## config.mk

```make
export PLATFORM = sky130hd
export DESIGN_NAME = axi_lite_bridge
export DESIGN_NICKNAME = d
export VERILOG_FILES = /design/src/rtl/axi_lite_bridge_pkg.sv /design/src/rtl/axi_lite_bridge.sv
export SDC_FILE = /design/constraint.sdc
export NUM_CORES = 1
export LEC_CHECK = 0
export BUFFER_PORTS_ARGS = -buffer_cell sky130_fd_sc_hd__buf_2
export CAP_MARGIN = 0
export CORE_ASPECT_RATIO = 1.1
export CORE_MARGIN = 10
export CORE_UTILIZATION = 48
export DETAILED_ROUTE_END_ITERATION = 8
export PLACE_DENSITY = 0.85
export SYNTH_ARGS = -nofsm -noshare
export SYNTH_HDL_FRONTEND = slang
export SYNTH_SLANG_ARGS = --single-unit
```

## constraint.sdc

```tcl
create_clock -name clk -period 4.94 [get_ports clk]
set_clock_uncertainty 0.05 [all_clocks]
set_input_delay 0.988 -clock clk [delete_from_list [all_inputs] [get_ports clk]]
set_output_delay 0.988 -clock clk [all_outputs]
set_load 0.03 [all_outputs]
```

## src/rtl/axi_lite_bridge_pkg.sv

```systemverilog
// Shared types and constants for the core-to-AXI4-Lite bridge.
// Response codes, FSM state type and bridge defaults.
package lexington;

  localparam int DEFAULT_AXI_ADDR_WIDTH = 32;
  localparam int DEFAULT_AXI_TIMEOUT    = 255;

  localparam logic [1:0] AXI_RESP_OKAY   = 2'b00;
  localparam logic [1:0] AXI_RESP_EXOKAY = 2'b01;
  localparam logic [1:0] AXI_RESP_SLVERR = 2'b10;
  localparam logic [1:0] AXI_RESP_DECERR = 2'b11;

  typedef enum logic [2:0] {
    IDLE,
    ADDR,
    RESP,
    DONE,
    DRAIN
  } axi_bridge_state_t;

  function automatic logic resp_is_fault(
    input logic [1:0] resp
  );
    return (resp == AXI_RESP_SLVERR) ||
           (resp == AXI_RESP_DECERR);
  endfunction

endpackage

```

## src/rtl/axi_lite_bridge.sv

```systemverilog
// Single-word core data port to AXI4-Lite manager bridge.
// One AXI transaction per request, with timeout and drain recovery.
module axi_lite_bridge
  import lexington::*;
#(
  parameter int AXI_ADDR_WIDTH = DEFAULT_AXI_ADDR_WIDTH,
  parameter int TIMEOUT_CYCLES = DEFAULT_AXI_TIMEOUT
) (
  input  logic                      clk,
  input  logic                      rst,
  input  logic                      axi_rd_en,
  input  logic                      axi_wr_en,
  input  logic [AXI_ADDR_WIDTH-1:0] axi_addr,
  input  logic [31:0]               wr_data,
  input  logic [3:0]                wr_strobe,
  output logic [31:0]               axi_rd_data,
  output logic                      axi_access_fault,
  output logic                      axi_busy,
  output logic [AXI_ADDR_WIDTH-1:0] m_axi_awaddr,
  output logic [2:0]                m_axi_awprot,
  output logic                      m_axi_awvalid,
  input  logic                      m_axi_awready,
  output logic [31:0]               m_axi_wdata,
  output logic [3:0]                m_axi_wstrb,
  output logic                      m_axi_wvalid,
  input  logic                      m_axi_wready,
  input  logic [1:0]                m_axi_bresp,
  input  logic                      m_axi_bvalid,
  output logic                      m_axi_bready,
  output logic [AXI_ADDR_WIDTH-1:0] m_axi_araddr,
  output logic [2:0]                m_axi_arprot,
  output logic                      m_axi_arvalid,
  input  logic                      m_axi_arready,
  input  logic [31:0]               m_axi_rdata,
  input  logic [1:0]                m_axi_rresp,
  input  logic                      m_axi_rvalid,
  output logic                      m_axi_rready
);

  localparam int CW =
    (TIMEOUT_CYCLES > 1) ? $clog2(TIMEOUT_CYCLES) : 1;
  localparam logic [CW-1:0] LAST_CNT =
    CW'(TIMEOUT_CYCLES - 1);

  axi_bridge_state_t r_state;

  logic [AXI_ADDR_WIDTH-1:0] r_addr;
  logic [31:0]               r_wdata;
  logic [3:0]                r_wstrb;
  logic                      r_is_wr;
  logic                      r_awvalid;
  logic                      r_wvalid;
  logic                      r_arvalid;
  logic                      r_bready;
  logic                      r_rready;
  logic [31:0]               r_rd_data;
  logic                      r_fault;
  logic [CW-1:0]             r_cnt;
  logic                      r_drain;
  logic                      r_need_resp;

  logic w_req;
  logic w_ar_hs;
  logic w_aw_hs;
  logic w_w_hs;
  logic w_r_hs;
  logic w_b_hs;
  logic w_resp_hs;
  logic w_addr_clear;
  logic w_resp_fault;
  logic w_timeout;

  assign w_req   = axi_rd_en | axi_wr_en;
  assign w_ar_hs = r_arvalid & m_axi_arready;
  assign w_aw_hs = r_awvalid & m_axi_awready;
  assign w_w_hs  = r_wvalid & m_axi_wready;
  assign w_r_hs  = r_rready & m_axi_rvalid;
  assign w_b_hs  = r_bready & m_axi_bvalid;

  assign w_resp_hs = w_r_hs | w_b_hs;

  // True when no address/data valid remains pending after this edge
  assign w_addr_clear =
    ~((r_arvalid & ~m_axi_arready) |
      (r_awvalid & ~m_axi_awready) |
      (r_wvalid  & ~m_axi_wready));

  assign w_resp_fault = r_is_wr ?
    resp_is_fault(m_axi_bresp) :
    resp_is_fault(m_axi_rresp);

  assign w_timeout =
    (TIMEOUT_CYCLES != 0) && (r_cnt == LAST_CNT);

  always_ff @(posedge clk) begin
    if (rst) begin
      r_state     <= IDLE;
      r_addr      <= '0;
      r_wdata     <= '0;
      r_wstrb     <= '0;
      r_is_wr     <= 1'b0;
      r_awvalid   <= 1'b0;
      r_wvalid    <= 1'b0;
      r_arvalid   <= 1'b0;
      r_bready    <= 1'b0;
      r_rready    <= 1'b0;
      r_rd_data   <= '0;
      r_fault     <= 1'b0;
      r_cnt       <= '0;
      r_drain     <= 1'b0;
      r_need_resp <= 1'b0;
    end else begin
      r_fault <= 1'b0;
      if (w_ar_hs) r_arvalid <= 1'b0;
      if (w_aw_hs) r_awvalid <= 1'b0;
      if (w_w_hs)  r_wvalid  <= 1'b0;
      if (w_r_hs)  r_rready  <= 1'b0;
      if (w_b_hs)  r_bready  <= 1'b0;
      if (w_resp_hs) r_need_resp <= 1'b0;

      unique case (r_state)
        IDLE: begin
          if (w_req) begin
            r_state     <= ADDR;
            r_is_wr     <= axi_wr_en;
            r_addr      <= axi_addr;
            r_wdata     <= wr_data;
            r_wstrb     <= wr_strobe;
            r_cnt       <= '0;
            r_drain     <= 1'b0;
            r_need_resp <= 1'b1;
            if (axi_wr_en) begin
              r_awvalid <= 1'b1;
              r_wvalid  <= 1'b1;
            end else begin
              r_arvalid <= 1'b1;
            end
          end
        end

        ADDR: begin
          r_cnt <= r_cnt + 1'b1;
          if (w_timeout) begin
            r_state <= DONE;
            r_fault <= 1'b1;
            r_drain <= 1'b1;
          end else if (w_addr_clear) begin
            r_state <= RESP;
            if (r_is_wr) r_bready <= 1'b1;
            else         r_rready <= 1'b1;
          end
        end

        RESP: begin
          r_cnt <= r_cnt + 1'b1;
          if (w_resp_hs) begin
            r_state <= DONE;
            r_fault <= w_resp_fault;
            if (!r_is_wr) r_rd_data <= m_axi_rdata;
          end else if (w_timeout) begin
            r_state <= DONE;
            r_fault <= 1'b1;
            r_drain <= 1'b1;
          end
        end

        DONE: begin
          r_state <= r_drain ? DRAIN : IDLE;
          if (r_drain && w_addr_clear &&
              r_need_resp && !w_resp_hs) begin
            if (r_is_wr) r_bready <= 1'b1;
            else         r_rready <= 1'b1;
          end
        end

        DRAIN: begin
          // Late response is absorbed here and never reaches the core
          if (w_resp_hs || !r_need_resp) begin
            r_state <= IDLE;
            r_drain <= 1'b0;
          end else if (w_addr_clear) begin
            if (r_is_wr) r_bready <= 1'b1;
            else         r_rready <= 1'b1;
          end
        end

        default: r_state <= IDLE;
      endcase
    end
  end

  assign axi_busy = w_req & (r_state != DONE);

  assign axi_rd_data      = r_rd_data;
  assign axi_access_fault = r_fault;

  assign m_axi_awaddr  = r_addr;
  assign m_axi_awprot  = 3'b000;
  assign m_axi_awvalid = r_awvalid;
  assign m_axi_wdata   = r_wdata;
  assign m_axi_wstrb   = r_wstrb;
  assign m_axi_wvalid  = r_wvalid;
  assign m_axi_bready  = r_bready;
  assign m_axi_araddr  = r_addr;
  assign m_axi_arprot  = 3'b000;
  assign m_axi_arvalid = r_arvalid;
  assign m_axi_rready  = r_rready;

endmodule

```

==> out/qor.csv, run 1 <==
metric;value;unit
status;finished clean;
utilization;0.654;
grt_pass1_vias;4491;
avgSynthCellArea;8.08;um2
ctsLongestPathBuffers;2;
diodes;0;
initial_core_util;0.490;
grt_busiest_layer;met2;
drc_errors;0;
yosys-top-cells-area;dfxtp_1 50%, nand2_1 16%, a21oi_1 12%;
critical_path.slowest_cell;dfxtp_1;
hold_class;flop to flop;
area_growth;33.5;%
grt_pass1_wl;22400;um
synthArstFlopShare;0;
yosysTopAreaCellShare;0.498;
synth_edf_count;0;
synth_fa_ha_area_frac;0.00519;
timing_worst_setup_path_type;flop to primary output;
antenna_left;0;
cp.arrival;1.99;ns
place_inst;897;
clk_pin_slew;0.05;ns
min_period;3.03;ns
synth_common_cells;207 x nand2_1, 120 x dfxtp_1, 111 x a21oi_1;
hp-start;axi_rd_data[10]$_SDFFE_PP0P_;
syn-instance-count;597;
critPathBufInv;1;
cts_tree;yes;
worstPathMaxFanout;21;
yosysMostFrequentCell;nand2_1;
cts-buffers-inserted;17;
cts.sinks;120;
critPathCaptureType;primary output;
power;3.18;mW
drt-wirelength-per-cell;15.6;um
pre_cts_ws;2.02;ns
wl;14500;um
post_cts_buffers;0;
synthFlopType;dfxtp_1;
r2r_cells;5;
synth_area_leader_cell;dfxtp_1;
synth.ff_latch_count;120;
yosysSeqAreaShare;0.498;
max_freq;331;MHz
r2r-start;r_state[2]$_SDFFE_PP0P_;
io_buffers;249;
nets;911;
hold_viol;0;
synth_top_family_by_area;simple AND/OR/NAND/NOR gates;
hold_ws;0.397;ns
critPathRequiredTime;3.90;ns
rsz0062_at_grt;false;
cp-start-kind;flop;
drv_cap;0;
stdcell_count;929;
place_area;5800;um2
core_area;9840;um2
crit_path_cell_trace;nor2b_1, a21oi_1, buf_2;
finalSetupTns;0;ns
die_w;116;um
syn-cell-area;4820;um2
firstDrtPassIters;5;
yosysUniqueCellTypes;43;
grt_start_max_net_pins;64;
leakage;3.02;nW
r2r-end;m_axi_araddr[22]$_SDFFE_PP0P_;
die_area;14500;um2
tightest_slew;1.17;ns
gp_congestion;0.805;
met2_usage;0.319;
hpwlAfterDp;10700;um
slowest_delay;0.86;ns
drt_iter0_markers;272;
antenna_found_initial;0;
vias;4541;
rrSetupSlack;2.17;ns
finalCritPeriodShare;0.612;
hold_end;axi_rd_data[10]$_SDFFE_PP0P_;
use_met1;0.206;
yosys_warnings;0;
ir_worst_vdd;273;uV
core.rowCount;38;
yosys.area_share.simple;0.229;
synth.area.mux_share;0.00207;
clk_latency;0.51;ns
synth_compound_area_frac;0.147;
drive_gt1_frac;0.367;
powerDensity;493;nW/um2
vias_per_cell;4.89;
setup_viol_count_final;0;
gr-usage-met3;0.0985;
hold_buffers;0;
cts_resized;0;
layout_setup_ws;1.91;ns
synth-xor-area-share;0.0124;
slew_headroom;0.221;
grt_use_total;0.191;
cts_root_buffer;clkbuf_8;
whs_path_depth;2;
final_cell_area;6440;um2
ctsHtreeMaxLevel;4;
cp_top_family;flip-flops;
die-height;125;um
gr-total-overflow;0;
maxSlewViolCount;0;
ioPinCount;258;
worst reg2reg max path, stage by stage, from the launching register on:
cell     delay [ns]
dfxtp_1        0.57
nor3_2         0.46
nor2b_4        1.01
buf_4          0.39
nand2_1        0.08
a21oi_1        0.13
power breakdown:
part | total, mW | internal [mW] | switching [mW]
Combinational | 0.715 | 0.208 | 0.507
Clock | 1.33 | 0.921 | 0.407
Sequential | 1.13 | 1.06 | 0.0724
Total | 3.18 | 2.19 | 0.987
worst max-delay path by stage:
stage | startpoint | cells past startpoint | slack [ns] | endpoint
final | r_state[2]$_SDFFE_PP0P_ | 3 | 1.91 | axi_busy
after detailed placement | axi_wr_en | 6 | 2.02 | m_axi_araddr[22]$_SDFFE_PP0P_
after floorplan | axi_wr_en | 2 | 2.38 | axi_busy
after CTS | r_state[2]$_SDFFE_PP0P_ | 3 | 1.91 | axi_busy
after global routing | r_state[2]$_SDFFE_PP0P_ | 3 | 1.80 | axi_busy
after global placement | axi_wr_en | 6 | 2.04 | m_axi_araddr[23]$_SDFFE_PP0P_
logic make-up (layout without fill, tap and decap cells):
kind of cell,Yosys count,in the layout
AO/OA/AOI/OAI,131,131
AND/OR/NAND/NOR,255,255
multiplexers,1,1
XOR/XNOR,6,6
buffers and inverters,81,288
adder cells (fa/ha/maj),2,2
flip-flops,120,120
other,1,6
layer usage:
layer / part of all wire / vias up
li1: - / 2309
met1: 0.40 / 2037
met2: 0.48 / 187
met3: 0.11 / 8
met4: 0.0076 / 0
met5: 0 / -
sequential cells by signal, summed over array words and instances (netlist names):
signal / cells
r_need_resp: 1
m_axi_wdata: 32
m_axi_awvalid: 1
axi_access_fault: 1
m_axi_rready: 1
m_axi_araddr: 32
r_state: 3
m_axi_bready: 1
axi_rd_data: 32
r_drain: 1
r_cnt: 8
m_axi_wstrb: 4
m_axi_wvalid: 1
m_axi_arvalid: 1
r_is_wr: 1
cells in the final DEF (no fill, tap or decap), drive strengths merged, types with 6 or more instances in the layout:
| master | count |
|---|---|
| dfxtp | 120 |
| nand2b | 7 |
| nand2 | 207 |
| xnor2 | 6 |
| conb | 6 |
| nor2 | 12 |
| buf | 253 |
| clkbuf | 24 |
| a21oi | 111 |
final cells by class:
class | instances | area [um2]
multi-input combinational | 401 | 1950
clock inverter | 8 | 165
timing repair buffer | 253 | 1280
clock buffer | 24 | 480
inverter | 3 | 11.3
sequential | 120 | 2400
tap | 120 | 150
fill | 841 | 3400
No activity file was read; power rests on OpenSTA's default activity.
==> run 2, diff against run 1 <==
Settings changed: CORE_UTILIZATION 48 to 45, PLACE_DENSITY 0.85 to 0.8.
Clock period 4.94 ns to 3.1 ns, I/O delays scaled along.
==> run 2 against run 1 <==
  * Die area is 5.5% higher
  * Combinational power up 61%
  * Power grew 54%
  * Routed wire length increased by 0.55%
  * Register-to-register slack worse by 1.3 ns
  * Sequential share of layout area about the same
  * Via count grew 1.1%
  * Global-route usage down 0.88 points
  * First-iteration DRC count down 19%
  * Flip-flop and latch count is the same
  * Cell count rose by 2.4%
==> out/qor.csv, run 2 (same netlist as run 1, synthesis figures left out) <==
metric;value;unit
status;finished clean;
ctsLongestPathBuffers;2;
grt_use_total;0.182;
hold_buffers;0;
critPathBufInv;1;
cp_top_family;flip-flops;
setup_viol_count_final;0;
swShare;0.323;
hold_viol;0;
antenna_found_initial;0;
drive_gt1_frac;0.370;
critPathCaptureType;primary output;
nets;912;
min_period;2.50;ns
power;4.89;mW
die-height;129;um
drc_errors;0;
area_growth;33.6;%
timing_worst_setup_path_type;flop to primary output;
vias;4593;
worst-path-stages;3;
drt-wirelength-per-cell;15.3;um
r2r_cells;4;
grt_start_max_net_pins;65;
finalCritPeriodShare;0.805;
ioPinCount;258;
netSwitchingPower;1.58;mW
rsz0062_at_grt;false;
cp.arrival;1.83;ns
hpwlAfterDp;10900;um
core_area;10400;um2
cp-start-kind;flop;
vias_per_cell;4.83;
final_common_cell;buf_2;
antenna_left;0;
die_area;15300;um2
critPathRequiredTime;2.43;ns
cts_root_buffer;clkbuf_16;
grt_pass1_vias;4509;
place_inst;921;
tightest_slew;0.871;ns
leakage;3.01;nW
cts-buffers-inserted;17;
clk_pin_slew;0.05;ns
worstPathMaxFanout;21;
drv_cap;0;
ctsHtreeMaxLevel;4;
cts.sinks;120;
grt_pass1_wl;22800;um
whs_path_depth;2;
slew_headroom;0.417;
max_freq;401;MHz
crit_path_cell_trace;nor2b_1, a21oi_1, buf_2;
diodes;0;
initial_core_util;0.462;
wl;14500;um
slowest_delay;0.84;ns
seq_power_share;0.369;
cts_resized;0;
firstDrtPassIters;4;
clk_latency;0.40;ns
core.rowCount;39;
drt_iter0_markers;221;
final_cell_mix;248 x buf_2, 207 x nand2_1, 120 x dfxtp_1;
cts_tree;yes;
gp_congestion;0.837;
ir_worst_vdd;441;uV
p_clk_frac;0.395;
p_int;3.31;mW
die_w;119;um
finalSetupTns;0;ns
powerDensity;758;nW/um2
maxSlewViolCount;0;
stdcell_count;951;
post_cts_buffers;0;
io_buffers;249;
p_comb_frac;0.236;
critical_path.slowest_cell;dfxtp_1;
hold_class;flop to flop;
gr-total-overflow;0;
==> run 2: stage by stage <==
stage	hold slack, ns	worst slack, ns	instance area (um2)	util
after floorplan	0.412	1.28	4840	-
after global placement	0.389	0.768	5860	0.561
after detailed placement	0.393	0.745	5860	0.561
after CTS	0.384	0.595	6450	0.617
after global routing	0.389	0.456	6450	0.617
final	0.398	0.603	6450	0.617
==> run 2: worst reg2reg max path, delay by kind of cell, from the launching register on <==
kind / cells / cell delay [ns]
flip-flops: 1 / 0.84
AO/OA/AOI/OAI: 2 / 0.70
AND/OR/NAND/NOR: 2 / 0.54
==> run 2: cell type report <==
class	count	area (um2)
clock buffer	22	494
clock inverter	8	95.1
fill	991	4000
inverter	3	11.3
multi-input combinational	401	1950
sequential	120	2400
tap	143	179
timing repair buffer	254	1310
==> run 2: path summary, 6_finish.rpt <==
path                               startpoint                           to  slack, ns
setup / recovery      r_state[2]$_SDFFE_PP0P_                     axi_busy       0.60
hold / removal    axi_rd_data[9]$_SDFFE_PP0P_  axi_rd_data[9]$_SDFFE_PP0P_       0.40
setup reg to reg      r_state[2]$_SDFFE_PP0P_         r_drain$_SDFFE_PP0P_       0.86
hold reg to reg   axi_rd_data[9]$_SDFFE_PP0P_  axi_rd_data[9]$_SDFFE_PP0P_       0.40
==> run 2: power by group through the flow <==
stage	clock, mW	sequential (mW)	combinational [mW]
finish	1.93	1.80	1.15
global route	2.05	1.82	1.26
CTS	1.97	1.80	1.17
detailed placement	0	1.83	1.17
global placement	0	1.83	1.16
floorplan	0	2.05	0.653
==> run 2: metal layers <==
metal  track usage  vias up  wire length, um
li1              -     2307                -
met1         0.192     2072             5590
met2         0.299      204             6960
met3         0.105       10             1850
met4        0.0640        0              138
met5             0        -                0
